### src/rtl/ctrl_seq_controller.sv
// ctrl_seq_controller
// Restartable sequencer for the pipelined vector/matrix multiplier datapath.
// A run is one or more passes. Each pass counts 0..LAST (LAST = N + PIPE_LAT)
// over non-stalled cycles and is followed immediately by the next pass.
// The block raises done/end_signal on normal completion and aborted on abort.
//
// Ports:
//   i_clk, i_rstn      clock (rising edge), asynchronous active-low reset
//   i_start            run request, accepted only when idle
//   i_num_passes       pass count, latched on an accepted start (0 acts as 1)
//   i_stall, i_abort   freeze / terminate an active run
//   o_busy             high while a run is active
//   o_state_count      cycle index within the pass, all-ones when idle
//   o_pass_idx         current pass index
//   o_feed_en, o_acc_clr, o_out_valid   decoded datapath strobes
//   o_done, o_aborted  one-cycle completion / abort pulses
//   o_end_signal       sticky completion flag, cleared by the next start
module ctrl_seq_controller #(
    parameter int N        = 32,
    parameter int PIPE_LAT = 2,
    parameter int CNT_W    = 7,
    parameter int PASS_W   = 4
) (
    input  logic              i_clk,
    input  logic              i_rstn,
    input  logic              i_start,
    input  logic [PASS_W-1:0] i_num_passes,
    input  logic              i_stall,
    input  logic              i_abort,
    output logic              o_busy,
    output logic [CNT_W-1:0]  o_state_count,
    output logic [PASS_W-1:0] o_pass_idx,
    output logic              o_feed_en,
    output logic              o_acc_clr,
    output logic              o_out_valid,
    output logic              o_done,
    output logic              o_end_signal,
    output logic              o_aborted
);

    localparam logic [CNT_W-1:0] C_LAST = CNT_W'(N + PIPE_LAT);
    localparam logic [CNT_W-1:0] C_N    = CNT_W'(N);
    // All-ones can never equal a live count because 2^CNT_W-1 > LAST.
    localparam logic [CNT_W-1:0] C_IDLE = '1;

    typedef enum logic {
        S_IDLE = 1'b0,
        S_RUN  = 1'b1
    } state_t;

    state_t            r_state;
    logic [CNT_W-1:0]  r_count;
    logic [PASS_W-1:0] r_pass;
    logic [PASS_W-1:0] r_passes_m1;
    logic              r_done;
    logic              r_end;
    logic              r_aborted;
    logic              w_active;

    always_ff @(posedge i_clk or negedge i_rstn) begin
        if (!i_rstn) begin
            r_state     <= S_IDLE;
            r_count     <= C_IDLE;
            r_pass      <= '0;
            r_passes_m1 <= '0;
            r_done      <= 1'b0;
            r_end       <= 1'b0;
            r_aborted   <= 1'b0;
        end else begin
            r_done    <= 1'b0;
            r_aborted <= 1'b0;
            case (r_state)
                S_IDLE: begin
                    r_count <= C_IDLE;
                    if (i_start) begin
                        r_state     <= S_RUN;
                        r_count     <= '0;
                        r_pass      <= '0;
                        r_end       <= 1'b0;
                        r_passes_m1 <= (i_num_passes == '0) ? '0 : i_num_passes - 1'b1;
                    end
                end
                S_RUN: begin
                    if (i_abort) begin
                        r_state   <= S_IDLE;
                        r_count   <= C_IDLE;
                        r_pass    <= '0;
                        r_aborted <= 1'b1;
                    end else if (!i_stall) begin
                        if (r_count != C_LAST) begin
                            r_count <= r_count + 1'b1;
                        end else if (r_pass != r_passes_m1) begin
                            // Next pass starts with no idle gap.
                            r_count <= '0;
                            r_pass  <= r_pass + 1'b1;
                        end else begin
                            r_state <= S_IDLE;
                            r_count <= C_IDLE;
                            r_pass  <= '0;
                            r_done  <= 1'b1;
                            r_end   <= 1'b1;
                        end
                    end
                end
                default: r_state <= S_IDLE;
            endcase
        end
    end

    assign o_busy        = (r_state == S_RUN);
    assign o_state_count = r_count;
    assign o_pass_idx    = r_pass;
    assign o_done        = r_done;
    assign o_end_signal  = r_end;
    assign o_aborted     = r_aborted;

    // Strobes are suppressed while stalled so the datapath sees no duplicates.
    assign w_active    = o_busy & ~i_stall;
    assign o_feed_en   = w_active & (r_count < C_N);
    assign o_acc_clr   = w_active & (r_count == '0);
    assign o_out_valid = w_active & (r_count == C_LAST);

endmodule

### config.mk
export PLATFORM = sky130hd
export DESIGN_NAME = ctrl_seq_controller
export DESIGN_NICKNAME = d
export VERILOG_FILES = /design/src/rtl/ctrl_seq_controller.sv
export SDC_FILE = /design/constraint.sdc
export NUM_CORES = 1
export LEC_CHECK = 0
export ABC_AREA = 0
export CORE_UTILIZATION = 30
export CTS_CLUSTER_DIAMETER = 40
export DETAILED_ROUTE_END_ITERATION = 10
export DONT_BUFFER_PORTS = 1
export HOLD_SLACK_MARGIN = 0.06
export SLEW_MARGIN = 5
export SYNTH_ARGS = -nofsm -noshare
export SYNTH_HDL_FRONTEND = slang
export SYNTH_SLANG_ARGS = --single-unit
### constraint.sdc
create_clock -name i_clk -period 3.29 [get_ports i_clk]
set_clock_uncertainty 0.15 [all_clocks]
set_input_delay 0.658 -clock i_clk [delete_from_list [all_inputs] [get_ports i_clk]]
set_output_delay 0.658 -clock i_clk [all_outputs]
set_load 0.01 [all_outputs]
* Word-level counts from Yosys, hierarchy flattened
Cells that the tools add are included.
** Word-level totals
- Output and inout port bits :: 18
- Word-level logic and storage cells :: 64
- Bits of input ports :: 9
- Flip-flop bits (word level) :: 19
** Cells by class
- Equal/unequal tests :: 10
- Reduce and logical (&&, ||, !) cells :: 5
- Mux-type cells :: 32
- Bitwise gates (word level) :: 6
- Order comparisons :: 1
- Add/sub/neg operators :: 3
** Operators by type and width (number)
- two-way mux 7 bit :: 5
- two-way mux 4 bit :: 6
- two-way mux 1 bit :: 17
- one-hot mux 7 bit (2 select lines) :: 1
- != test 2 bit (second input constant) :: 5
- one-hot mux 4 bit (2 select lines) :: 1
- adder 7 x 1 -> 7 bit (second input constant) :: 1
- == test 7 x 6 -> 1 bit (second input constant) :: 1
- zero test 7 bit :: 1
- < comparator 7 x 6 -> 1 bit (second input constant) :: 1
- != test 7 x 6 -> 1 bit (second input constant) :: 1
- != test 3 bit (second input constant) :: 2
- AND reduction 5 bit :: 1
- adder 4 x 1 -> 4 bit (second input constant) :: 1
- AND 1 bit :: 4
- zero test 4 bit :: 1
- != test 4 bit :: 1
- one-hot mux 1 bit (2 select lines) :: 2
- subtractor 4 x 1 -> 4 bit (second input constant) :: 1
- AND reduction 3 bit :: 1
- inverter 1 bit :: 2
- AND reduction 2 bit :: 1

* Longest topological paths before layout
- Depth after elaboration :: 6
- Mapped depth :: 6
- Depth with buffers taken out :: 6

* Worst setup path before layout
No wires, ideal clock.
- Kind :: input port to output port
- Start point :: in i_stall
- End point :: out o_acc_clr
- Slack :: 1.101 ns
- Arrival :: 1.381 ns
- Stages on the path :: 2
- Required time :: 2.482 ns
- Path through :: nor4_1 and4b_1
** Between the ends
- Word-level cells in the longest chain between the ends :: 3
** RTL lines
- start: declaration :: line 28 : input logic i_stall,
- inverter 1 bit :: line 118 : assign w_active = o_busy & ~i_stall;
- AND 1 bit :: line 118
- AND 1 bit :: line 120 : assign o_acc_clr = w_active & (r_count == '0);
- end: declaration :: line 34 : output logic o_acc_clr,
No other way between the ends.

* Worst setup path in the final report
- Start point :: reg r_state, in the netlist o_busy
- End point :: out o_acc_clr
** Between the ends
- Word-level cells in the longest chain between the ends :: 2
** RTL lines
- start: declaration :: line 51 : state_t r_state;
- start signal: assignment :: line 62 : r_state <= S_IDLE;
- start signal: assignment :: line 76 : r_state <= S_RUN;
- start signal: assignment :: line 85 : r_state <= S_IDLE;
- AND 1 bit :: line 118
- AND 1 bit :: line 120
No other way between the ends.

==> impl_metrics.csv <==
group,metric,value,unit
global_route,grt_util_all_layers,13.1,%
worst_setup_path,timing.rr.start,"o_state_count[0]$_DFFE_PN1P_",
clocking,cts.sinks,19,
timing,finalMaxSlewViolations,0,
die,rows,21,
clocking,cts_buffers,3,
die,die_w,61.6,um
finish,fin_nets,125,
logic_synthesis,syn_nets,120,
logic_synthesis,syn_area_per_cell,9.97,sq um
timing,timing.final.crit_share,82.9,%
drt,wire_per_inst,14.6,um
logic_synthesis,synth_async_sr_flop_share,100,%
clocking,cts_tree,"built",
logic_synthesis,yosysMostFrequentCell,"nand2_1",
power_and_ir_drop,peakVddDrop,123,uV
worst_setup_path,slowest_stage,"nor4_1",
worst_setup_path,path_max_fanout,7,
worst_setup_path,arrival,1920,ps
timing,rsz0062_at_grt,"no",
worst_setup_path,reg2regPathDepth,6,
drt,vias,853,
drt,dr.pass1.iters,4,
clocking,clk_pin_slew,110,ps
timing,timing.fmax,367,MHz
clocking,worstSkewPairLatency,300,ps
clocking,cts_setup_buffers,0,
worst_setup_path,endpoint_kind,"primary output",
global_route,grt_start_max_net_pins,20,
timing,fin_setup_tns,0,ps
worst_setup_path,rr_endpoint,"o_state_count[3]$_DFFE_PN1P_",
min_path,hold_class,"input port to flip-flop",
placed_design,gp_congestion,0.773,
logic_synthesis,synth_cells,107,
global_route,grt_pass1_vias,796,
drt,drt_iter0_markers,27,
worst_setup_path,cp-start-kind,"flip-flop",
min_path,whs_path_depth,1,
logic_synthesis,ys_ff_latch,19,
worst_setup_path,slowest_delay,630,ps
logic_synthesis,yosys_warnings,0,
global_route,grt_antenna_before_repair,0,
finish,post-route-util,34.4,%
die,dieArea,0.00380,sq mm
die,io_pins,27,
timing,finalCriticalPeriod,2730,ps
placed_design,hpwlAfterDp,1730,um
timing,hold_viol,0,
logic_synthesis,synth_edf_count,0,
worst_setup_path,reg2reg_setup_slack,1150,ps
drt,ant_nets,0,
worst_setup_path,required,2480,ps
die,start_util,31.7,%
logic_synthesis,ys_top_cells_by_count,"nand2_1 (13), dfrtp_1 (12), dfstp_2 (7), nand3_1 (7), nor2_1 (7)",
global_route,overflow,0,
die,die_y,61.6,um
logic_synthesis,yosysUniqueCellTypes,41,
logic_synthesis,synth_ff_type,"dfrtp_1",
die,core,0.00336,sq mm
clocking,cts_resized,0,
timing,slew_headroom,43.1,%
status,outcome,"completed",
logic_synthesis,synth_top_area_cell,"dfrtp_1",
logic_synthesis,synth-seq-area-share,45.4,%
logic_synthesis,netlist_top_cells_area,"dfrtp_1 (28%), dfstp_2 (17%), ha_1 (4.7%)",
power_and_ir_drop,p_per_area,535,mW/mm^2
clocking,cts_root_buf,"clkbuf_4",
drt,viasPerCell,5.43,
finish,n_antenna_cell,0,
power_and_ir_drop,p_leak,0.508,nW
worst_setup_path,path_cells,"inv_1 -> nor4_1 -> and4b_1",
logic_synthesis,synth_area,0.00107,sq mm
placed_design,post-place-ws,887,ps
finish,layout-drive-gt1-share,14.4,%
clocking,clk_path_buf_depth,2,
min_path,hold_path_end,"r_passes_m1[0]$_DFFE_PN0P_",
clocking,htreeDepth,1,
worst_setup_path,crit_type,"flip-flop to primary output",
finish,area_delta_synth_final,8.44,%
placed_design,port_buffers,0,
timing,fin_ws,563,ps
global_route,grt_pass1_wl,3630,um
drt,wirelength,2290,um
timing,worst_pin_slew,851,ps
timing,setup_violations,0,
drt,drc,0,
logic_synthesis,synth_top_area_share,28.1,%
run,max_cap_violations,0,
finish,fillers,362,
min_path,hp-start,"i_num_passes[0]",
[repair_timing]
action | 4_1_cts | 5_1_grt
endpoints found under the setup margin | 0 | 0
hold buffers | 1 | 0
hold endpoints to repair | 19 | 0
[state kept, by name (all words and copies together) (netlist names)]
register	count
o_state_count	7
o_done	1
o_pass_idx	4
o_end_signal	1
r_passes_m1	4
o_busy	1
o_aborted	1
[critical path: cells and delay by family, from the launching register on]
| family | cells | cell delay (ps) |
|---|---|---|
| buf+inv | 1 | 130 |
| flops | 1 | 500 |
| simple gates | 2 | 990 |
[kinds of logic after synthesis]
| logic type | Yosys count | share of synthesized area (%) |
|---|---|---|
| XOR/XNOR | 5 | 4.10 |
| AND/OR/NAND/NOR | 55 | 29.2 |
| multiplexers | 1 | 1.06 |
| AO/OA/AOI/OAI | 19 | 14.1 |
| flip-flops | 19 | 45.4 |
| adder cells (fa/ha/maj) | 4 | 4.69 |
| buffers and inverters | 4 | 1.52 |
[placed cells by master (no fill, tap or decap), types with 2 or more instances in the layout]
cell type,instances
nand3_1,7
nand4_1,4
or2_1,2
dfstp_2,7
nand2_1,13
xor2_1,4
dfrtp_1,12
nor3_1,3
o21ai_0,2
nand2b_1,3
a21o_1,2
nor2_1,7
clkbuf_4,3
nor3b_1,2
inv_1,3
and2_1,2
ha_1,4
or3_1,4
a21oi_1,2
a22o_1,2
[through the flow]
step                instance area (sq um)  hold slack (ps)  instances  total power, W
floorplan                            1070              212        107        0.000460
global placement                     1120              213        152        0.000492
detailed placement                   1120              213        152        0.000500
CTS                                  1160              285        157        0.000625
global route                         1160              283        157        0.000663
finish                               1160              288        157        0.000619
[routing by layer]
metal  GRT usage, %  vias up  wire [um]
met2           21.7       23       1150
met5              0        -          0
met4           5.71        0         34
met1           16.4      422        968
met3           2.73        4        127
li1               -      404          -
[worst max path at each step]
| stage | slack, ps | to | startpoint | cells after the start |
|---|---|---|---|---|
| after global placement | 930 | o_acc_clr | i_stall | 2 |
| final | 560 | o_acc_clr | o_busy$_DFF_PN0_ | 3 |
| after floorplan | 1100 | o_acc_clr | i_stall | 2 |
| after CTS | 540 | o_acc_clr | o_busy$_DFF_PN0_ | 3 |
| after global routing | 450 | o_acc_clr | o_busy$_DFF_PN0_ | 3 |
| after detailed placement | 890 | o_acc_clr | o_busy$_DFF_PN0_ | 3 |
[power breakdown]
group	switching, W	internal (W)	leakage (nW)
clock	0.0000754	0.0000453	0.0177
combinational	0.0000810	0.0000629	0.259
sequential	0.0000655	0.000289	0.231
[area by class of cell]
type	instances	area, sq um	share of cell area (%)
clock buffer	3	22.5	1.95
clock inverter	1	5.00	0.432
inverter	3	11.3	0.973
multi-input combinational	84	567	49.0
sequential	19	484	41.8
tap	46	57.6	4.97
timing repair buffer	1	10.0	0.865
No activity file was read; power rests on OpenSTA's default activity.
